--- src/rtl/noc_link_pkg.sv ---
// noc_link_pkg: link defaults, FIFO word layout {is_tail, dest, data} and counter-width helpers.
package noc_link_pkg;
    localparam int LINK_FLIT_WIDTH = 64;
    localparam int LINK_DEST_WIDTH = 4;

    function automatic int link_word_width(input int flit_w, input int dest_w);
        return flit_w + dest_w + 1;
    endfunction

    function automatic int credit_cnt_width(input int depth);
        return $clog2(depth + 1);
    endfunction
endpackage

--- src/rtl/noc_link_fifo.sv ---
// noc_link_fifo: synchronous FIFO; a read frees the slot so a same-cycle write is accepted even when full.
module noc_link_fifo
    import noc_link_pkg::*;
#(
    parameter  int WIDTH = 69,
    parameter  int DEPTH = 4,
    localparam int CW    = credit_cnt_width(DEPTH),
    localparam int PW    = (DEPTH > 1) ? $clog2(DEPTH) : 1
) (
    input  logic             clk,
    input  logic             rst_n,
    input  logic             wr_en,
    input  logic [WIDTH-1:0] wr_data,
    input  logic             rd_en,
    output logic [WIDTH-1:0] rd_data,
    output logic             full,
    output logic             empty,
    output logic [CW-1:0]    count
);
    logic [WIDTH-1:0] mem_q [DEPTH];
    logic [PW-1:0]    wr_ptr_q, wr_ptr_d, rd_ptr_q, rd_ptr_d;
    logic [CW-1:0]    count_q, count_d;
    logic             do_wr, do_rd;

    always_comb begin
        do_rd    = rd_en && !empty;
        do_wr    = wr_en && (!full || do_rd);
        wr_ptr_d = do_wr ? ((wr_ptr_q == PW'(DEPTH - 1)) ? '0 : wr_ptr_q + PW'(1)) : wr_ptr_q;
        rd_ptr_d = do_rd ? ((rd_ptr_q == PW'(DEPTH - 1)) ? '0 : rd_ptr_q + PW'(1)) : rd_ptr_q;
        count_d  = count_q + CW'(do_wr) - CW'(do_rd);
    end

    always_ff @(posedge clk or negedge rst_n) begin
        if (!rst_n) begin
            wr_ptr_q <= '0;
            rd_ptr_q <= '0;
            count_q  <= '0;
        end else begin
            wr_ptr_q <= wr_ptr_d;
            rd_ptr_q <= rd_ptr_d;
            count_q  <= count_d;
        end
    end

    // Storage needs no reset: the pointers and count define validity.
    always_ff @(posedge clk) begin
        if (do_wr) mem_q[wr_ptr_q] <= wr_data;
    end

    assign rd_data = mem_q[rd_ptr_q];
    assign full    = count_q == CW'(DEPTH);
    assign empty   = count_q == '0;
    assign count   = count_q;
endmodule

--- src/rtl/noc_link_repeater.sv ---
// noc_link_repeater: credit-based link retiming stage; buffers upstream flits and forwards them
// under its own downstream credit counter, returning one upstream credit per forwarded flit.
module noc_link_repeater
    import noc_link_pkg::*;
#(
    parameter  int FLIT_WIDTH         = LINK_FLIT_WIDTH,
    parameter  int DEST_WIDTH         = LINK_DEST_WIDTH,
    parameter  int BUFFER_DEPTH       = 4,
    parameter  int DOWNSTREAM_CREDITS = 1,
    parameter  bit INPUT_REG          = 1'b1,
    localparam int WW                 = link_word_width(FLIT_WIDTH, DEST_WIDTH),
    localparam int OW                 = $clog2(BUFFER_DEPTH + 1),
    localparam int CNTW               = credit_cnt_width(DOWNSTREAM_CREDITS)
) (
    input  logic                  clk,
    input  logic                  rst_n,
    input  logic [FLIT_WIDTH-1:0] data_in,
    input  logic [DEST_WIDTH-1:0] dest_in,
    input  logic                  is_tail_in,
    input  logic                  send_in,
    output logic                  credit_out,
    output logic [FLIT_WIDTH-1:0] data_out,
    output logic [DEST_WIDTH-1:0] dest_out,
    output logic                  is_tail_out,
    output logic                  send_out,
    input  logic                  credit_in,
    output logic [OW-1:0]         occupancy,
    output logic                  overflow_err,
    output logic                  credit_err
);
    localparam logic [CNTW-1:0] CNT_MAX = CNTW'(DOWNSTREAM_CREDITS);

    logic [WW-1:0]   in_word, fifo_rd_data, out_q, out_d;
    logic            in_vld, fifo_full, fifo_empty, pop, spurious;
    logic [CNTW-1:0] cnt_q, cnt_d;
    logic            send_q, send_d, credit_q, credit_d;
    logic            ovf_q, ovf_d, cerr_q, cerr_d;

    generate
        if (INPUT_REG) begin : g_in_reg
            logic          in_vld_q, in_vld_d;
            logic [WW-1:0] in_word_q, in_word_d;
            always_comb begin
                in_vld_d  = send_in;
                in_word_d = {is_tail_in, dest_in, data_in};
            end
            always_ff @(posedge clk or negedge rst_n) begin
                if (!rst_n) begin
                    in_vld_q  <= 1'b0;
                    in_word_q <= '0;
                end else begin
                    in_vld_q  <= in_vld_d;
                    in_word_q <= in_word_d;
                end
            end
            assign in_vld  = in_vld_q;
            assign in_word = in_word_q;
        end else begin : g_in_comb
            assign in_vld  = send_in;
            assign in_word = {is_tail_in, dest_in, data_in};
        end
    endgenerate

    noc_link_fifo #(
        .WIDTH (WW),
        .DEPTH (BUFFER_DEPTH)
    ) u_fifo (
        .clk     (clk),
        .rst_n   (rst_n),
        .wr_en   (in_vld),
        .wr_data (in_word),
        .rd_en   (pop),
        .rd_data (fifo_rd_data),
        .full    (fifo_full),
        .empty   (fifo_empty),
        .count   (occupancy)
    );

    // A credit arriving this cycle only reaches the counter next cycle, never enabling this pop.
    always_comb begin
        pop      = !fifo_empty && (cnt_q != '0);
        spurious = credit_in && !pop && (cnt_q == CNT_MAX);
        cnt_d    = spurious ? cnt_q : cnt_q - CNTW'(pop) + CNTW'(credit_in);
        send_d   = pop;
        credit_d = pop;
        out_d    = pop ? fifo_rd_data : out_q;
        ovf_d    = ovf_q || (in_vld && fifo_full && !pop);
        cerr_d   = cerr_q || spurious;
    end

    always_ff @(posedge clk or negedge rst_n) begin
        if (!rst_n) begin
            cnt_q    <= CNT_MAX;
            send_q   <= 1'b0;
            credit_q <= 1'b0;
            out_q    <= '0;
            ovf_q    <= 1'b0;
            cerr_q   <= 1'b0;
        end else begin
            cnt_q    <= cnt_d;
            send_q   <= send_d;
            credit_q <= credit_d;
            out_q    <= out_d;
            ovf_q    <= ovf_d;
            cerr_q   <= cerr_d;
        end
    end

    assign {is_tail_out, dest_out, data_out} = out_q;
    assign send_out     = send_q;
    assign credit_out   = credit_q;
    assign overflow_err = ovf_q;
    assign credit_err   = cerr_q;
endmodule

--- config.mk ---
export PLATFORM = sky130hd
export DESIGN_NAME = noc_link_repeater
export DESIGN_NICKNAME = d
export VERILOG_FILES = /design/src/rtl/noc_link_pkg.sv /design/src/rtl/noc_link_fifo.sv /design/src/rtl/noc_link_repeater.sv
export SDC_FILE = /design/constraint.sdc
export NUM_CORES = 1
export LEC_CHECK = 0
export BUFFER_PORTS_ARGS = -buffer_cell sky130_fd_sc_hd__clkbuf_2
export CAP_MARGIN = 15
export CELL_PAD_IN_SITES_DETAIL_PLACEMENT = 1
export CELL_PAD_IN_SITES_GLOBAL_PLACEMENT = 2
export CORE_MARGIN = 5
export CORE_UTILIZATION = 42
export DETAILED_ROUTE_END_ITERATION = 10
export PLACE_DENSITY = 0.81
export SLEW_MARGIN = 20
export SYNTH_ARGS = -nofsm -noshare
export SYNTH_HDL_FRONTEND = slang
export SYNTH_SLANG_ARGS = --single-unit
--- constraint.sdc ---
create_clock -name clk -period 3.2 [get_ports clk]
set_input_delay 0.48 -clock clk [delete_from_list [all_inputs] [get_ports clk]]
set_output_delay 0.48 -clock clk [all_outputs]
set_load 0.1 [all_outputs]
## After elaboration in Yosys (flattened, before gate mapping)

Memory sizes are Yosys's and may differ from the RTL's. A register that Yosys moved wholly into a read port is not among the register bits.
Cells that the tools add are included.

| storage, ports and cells | value |
|---|---|
| word-level logic and storage cells | 38 |
| input port bits | 73 |
| memories | 1 |
| bits in registers | 81 |
| bits in writable memories | 276 |

| cells by class | value |
|---|---|
| add/subtract/negate cells | 6 |
| multiplexer cells | 4 |
| reductions and logical operators | 15 |
| equal/unequal tests | 3 |

Memory list:

| name | words | width | rd ports | clocked after memory_dff | write ports | RTL line | source |
|---|---|---|---|---|---|---|---|
| u_fifo.mem_q | 4 | 69 | 1 | 1 | 1 | noc_link_fifo.sv:20 | `logic [WIDTH-1:0] mem_q [DEPTH];` |

Operator list:

| operator | count |
|---|---|
| $logic_and 1x1->1 | 7 |
| $add 2x1->2 const B | 2 |
| $eq 2x2->1 const B | 2 |
| $logic_not 1->1 | 4 |
| $mux 2 | 2 |
| $add 3x1->3 | 1 |
| $eq 3x3->1 const B | 1 |
| $logic_not 3->1 | 1 |
| $logic_or 1x1->1 | 3 |
| $sub 3x1->3 | 1 |
| $mux 1 | 2 |
| $add 1x1->1 | 1 |
| $sub 1x1->1 | 1 |

## Logic depth before layout (Yosys ltp)

| logic depth | value |
|---|---|
| depth after elaboration | 8 |
| gate-level depth with buffers | 9 |
| depth with buffers taken out | 8 |

## Hierarchy

Synthesis repeated with hierarchy kept, for this count alone.

| second synthesis, totals | value |
|---|---|
| cell total of the unflattened synthesis | 623 |
| area, all modules | 15,233.4 um^2 |

Modules (own cells, without submodules):

| module | cells each | instances | sequential area each (um^2) | area an instance (um^2) |
|---|---|---|---|---|
| noc_link_fifo | 397 | 1 | 8,463.1 | 10,411.2 |
| noc_link_repeater | 226 | 1 | 3,579.7 | 4,822.1 |

## Worst setup path after synthesis

No wires, ideal clock.

| timing | value |
|---|---|
| path kind | reg-to-reg |
| start | register u_fifo.count_q[1] (netlist: u_fifo.count[1]) |
| end | memory u_fifo.mem_q[0][0] (enable) |
| slack | -415 ps |
| arrival | 3,181 ps |
| data required time | 2,765 ps |
| path buffers | 1 |
| cell stages (with the launch flop) | 5 |
| cells stage by stage | dfrtp_1 -> nor4b_1 -> nor2b_1 -> clkbuf_1 -> and2_1 |

| between the ends | value |
|---|---|
| cells in the longest elaborated chain, start to end | 8 |
| elaborated cells between the ends (all ways) | 10 |
| classes of those cells | 1 x eq/ne; 2 x mux; 7 x reduce/logical |

RTL lines:

| item | RTL line | source |
|---|---|---|
| start, declared | noc_link_fifo.sv:22 | `logic [CW-1:0] count_q, count_d;` |
| start signal, assigned | noc_link_fifo.sv:41 | `count_q <= count_d;` |
| $logic_not 3->1 | noc_link_fifo.sv:52 | `assign empty = count_q == '0;` |
| $logic_not 1->1 | noc_link_fifo.sv:26, noc_link_repeater.sv:81 |  |
| $logic_and 1x1->1 | noc_link_repeater.sv:81 | `pop = !fifo_empty && (cnt_q != '0);` |
| $logic_and 1x1->1 | noc_link_fifo.sv:26 | `do_rd = rd_en && !empty;` |
| $logic_or 1x1->1 * | noc_link_fifo.sv:27 | `do_wr = wr_en && (!full \|\| do_rd);` |
| $logic_and 1x1->1 * | noc_link_fifo.sv:27 |  |
| via u_fifo.do_wr | noc_link_fifo.sv:23 | `logic do_wr, do_rd;` |
| $mux 1 * | noc_link_fifo.sv:47 | `if (do_wr) mem_q[wr_ptr_q] <= wr_data;` |
| $mux 1 (not written as such) * | noc_link_fifo.sv:47 |  |
| end, declared | noc_link_fifo.sv:20 |  |

The timed path passes the listed nets; every way through them passes the cells marked *.

## Final worst setup path

| timing | value |
|---|---|
| start | register u_fifo.count_q[0] (netlist: u_fifo.count[0]) |
| end | register u_fifo.count_q[2] (netlist: u_fifo.count[2]) |

| between the ends | value |
|---|---|
| cells in the longest elaborated chain, start to end | 8 |
| elaborated cells between the ends (all ways) | 10 |
| classes of those cells | 2 x add/sub; 1 x eq/ne; 7 x reduce/logical |

RTL lines:

| item | RTL line | source |
|---|---|---|
| $logic_not 3->1 | noc_link_fifo.sv:52 |  |
| $logic_not 1->1 | noc_link_fifo.sv:26, noc_link_repeater.sv:81 |  |
| $logic_and 1x1->1 | noc_link_repeater.sv:81 |  |
| $logic_and 1x1->1 | noc_link_fifo.sv:26 |  |
| $logic_or 1x1->1 | noc_link_fifo.sv:27 |  |
| $logic_and 1x1->1 | noc_link_fifo.sv:27 |  |
| $add 3x1->3 | noc_link_fifo.sv:30 | `count_d = count_q + CW'(do_wr) - CW'(do_rd);` |
| $sub 3x1->3 * | noc_link_fifo.sv:30 |  |
| via u_fifo.count_d[2] | noc_link_fifo.sv:22 |  |

Marks and branches as above.
A chain may end at the register's enable or synchronous reset.

==> reports/results.ini <==
[clocking]
cts_hold_repair.buffers=54
tritoncts_num_sinks=426
post_cts_resize_count=0
cts_post_setup_buffers_inserted=0
number_of_buffers_added_by_the_clock_tree_synthesis_step=45
insertion_delay_ps=580
clk_pin_slew_ps=60
clk_root_buffer_cell=sky130_fd_sc_hd__clkbuf_16
htree_num_levels=2
cts_tree=yes
clock_tree.buffer_depth=3

[critical_path]
worstSetupPathType=reg -> reg
setup.worst_path.end_class=flop
worst-path-max-fanout=7
timing.reg2reg.setup_slack_ps=1030
crit_start=u_fifo.count[0]$_DFF_PN0_
r2r-end=u_fifo.count[2]$_DFF_PN0_
crit_required_ps=3640
crit_path_end=u_fifo.count[2]$_DFF_PN0_
ff2ff_path_depth=7
crit_path_start_kind=flop
timing.rr.start=u_fifo.count[0]$_DFF_PN0_
worst-endpoint-arrival_ps=2610

[logic_synthesis]
mappedNetlistArea_um2=14900
synth_sequential_area_ratio_pct=80.83
leading_post_synthesis_cells_by_instance_count=276 x sky130_fd_sc_hd__edfxtp_1, 149 x sky130_fd_sc_hd__dfrtp_1, 69 x sky130_fd_sc_hd__mux4_2
post-synth-top-area-cell=sky130_fd_sc_hd__edfxtp_1
synth_enable_flop_cells=276
synth.top_cell.area_share_pct=55.63
synth_area_leaders=sky130_fd_sc_hd__edfxtp_1 56%, sky130_fd_sc_hd__dfrtp_1 25%, sky130_fd_sc_hd__mux4_2 10%
synth.most_common_cell=sky130_fd_sc_hd__edfxtp_1
yosys_most_used_dff=sky130_fd_sc_hd__edfxtp_1
synthesis.yosys.warnings=0
syn_nets=704
synth-seq-cells=426
post_synth.cell_area_avg_um2=23.92
yosys.cell_types.count=25
synthesis.instances=623
async_flop_share_pct=35.21

[place]
place.port_buffers=148
dpl.hpwl_um=17330
gp_congestion=0.7164
pre_cts_slack_ps=1000

[layout]
drive_gt1_share_pct=42.29
n_fill_cell=3124
insertedDiodeCount=0
multi_input_comb_area_um2=2629
synthToLayoutAreaGrowth_pct=22.93
final_net_count=946
area.sequential_um2=12050

[floorplan]
die_width_um=198.3
die_y_um=198.3
initial_util_pct=42.20
top_level_ports=149
rows=69
coreArea_um2=35310
die-area_um2=39340

[route]
detailed_route_via_count=6713
ant_nets=0
post-route-drc-count=0
drt-total-wl_um=29590
route.detailed.vias_per_inst=4.929
drt-initial-drc-count=318
wire_per_inst_um=21.73
detailed_routing_iterations_pass_1=4

[timing]
worst_pin_slew_ps=880.6
fmax_mhz=460.6
hold_ws_ps=-38.64
timing.slew.headroom_pct=41.29
hold_viol_final=18
unrepaired_setup_endpoints_after_global_routing=false
clock-skew-final_ps=23.96
final.min_clock_period_ps=2171
layout_worst_path_cycle_share_pct=67.85
report.final.setup_viol=0
layout_setup_ws_ps=1029
slew_viol_final=0
fin_tns_setup_ps=0

[grt]
grt_pass1_vias=7603
maximum_number_of_pins_on_one_net_before_global_route_repair=83
number_of_antenna_violations_at_the_first_check_in_global_routing=0
grt_first_pass_wirelength_um=45840
grt_usage_pct=15.54
gr-total-overflow=0

[hold_path]
holdCritPathClass=in -> async

[status]
failed_checks=hold timing
outcome=complete, but fails checks

[job]
drv_cap=0

-- kinds of logic after synthesis --
| kind of cell | synth area share [%] |
|---|---|
| DFF | 80.83 |
| muxes | 16.02 |
| buffers and inverters | 1.596 |
| and+or+nand+nor | 0.3611 |
| adders and majority gates | 0.7222 |
| AOI/OAI and AO/OA | 0.3527 |
| xor gates and xnor gates | 0.1176 |
-- registers in the layout, indices dropped and copies added, names as in the netlist --
register / cells
send_out: 1
credit_err: 1
out_q: 69
u_fifo.rd_ptr_q: 2
u_fifo.wr_ptr_q: 2
u_fifo.count: 3
g_in_reg.in_word_q: 69
overflow_err: 1
g_in_reg.in_vld_q: 1
cnt_q: 1
u_fifo.mem_q: 276
-- layer usage --
metal	up-vias	share of wire [%]	track usage, %	routed length (um)
met5	-	0	0	0
met3	52	4.5	3.488	1319
met2	142	50	25.61	14910
li1	2957	-	-	-
met4	0	2.6	5.152	773
met1	3562	43	20.74	12590
-- stage by stage --
stage	util [%]	hold WS [ps]	area, um2	cells
2_1_floorplan	-	184.4	14900	623
3_3_place_gp	46.08	453.0	16270	1224
3_5_place_dp	46.08	456.2	16270	1224
4_1_cts	51.84	1.509	18310	1361
5_1_grt	51.87	11.63	18320	1362
6_report	51.87	-38.64	18320	1362
-- final cells by class --
cell class | count | area share (%)
timing repair buffer | 220 | 8.395
sequential | 426 | 65.79
inverter | 7 | 0.1435
tap | 461 | 3.149
multi-input combinational | 165 | 14.35
clock inverter | 22 | 1.421
clock buffer | 61 | 6.749
-- critical path, stage by stage (launching register included) --
cell and delay (ps):
sky130_fd_sc_hd__dfrtp_1 450, sky130_fd_sc_hd__nor4b_1 440, sky130_fd_sc_hd__nor2b_1 90, sky130_fd_sc_hd__buf_4 180, sky130_fd_sc_hd__ha_1 210, sky130_fd_sc_hd__fa_1 370, sky130_fd_sc_hd__xor2_1 160, sky130_fd_sc_hd__xnor2_1 130
-- worst min-delay path by stage --
stage                           start                          endpoint  slack, ps  depth (start not counted)
2_1_floorplan                   rst_n              credit_err$_DFF_PN0_        180                          0
4_1_cts                   data_in[34]  g_in_reg.in_word_q[34]$_DFF_PN0_          2                          1
6_report                        rst_n             out_q[38]$_DFFE_PN0P_        -40                          1
3_5_place_dp   overflow_err$_DFF_PN0_            overflow_err$_DFF_PN0_        460                          1
5_1_grt                   data_in[56]  g_in_reg.in_word_q[56]$_DFF_PN0_         10                          1
3_3_place_gp   overflow_err$_DFF_PN0_            overflow_err$_DFF_PN0_        450                          1
-- cell usage in the layout, fill, tap and decap left out, drive strengths merged --
master / synthesis / final
mux4: 69 / 69
ha: 7 / 7
dfrtp: 149 / 149
nor4b: 1 / 1
edfxtp: 276 / 276
fa: 1 / 1
dlygate4sd3: 0 / 55
o31ai: 1 / 1
nor2: 1 / 1
buf: 18 / 18
xnor2: 1 / 1
dfstp: 1 / 1
and2: 4 / 4
nor3: 2 / 2
nor2b: 1 / 1
clkbuf: 7 / 208
mux2: 72 / 72
bufinv: 0 / 4
inv: 7 / 8
clkinvlp: 0 / 2
xor2: 1 / 1
a31o: 1 / 1
a21o: 3 / 3
clkinv: 0 / 15
Power is not shown: default switching activity piles up to over one toggle a cycle in this logic, so the estimate is an artifact.
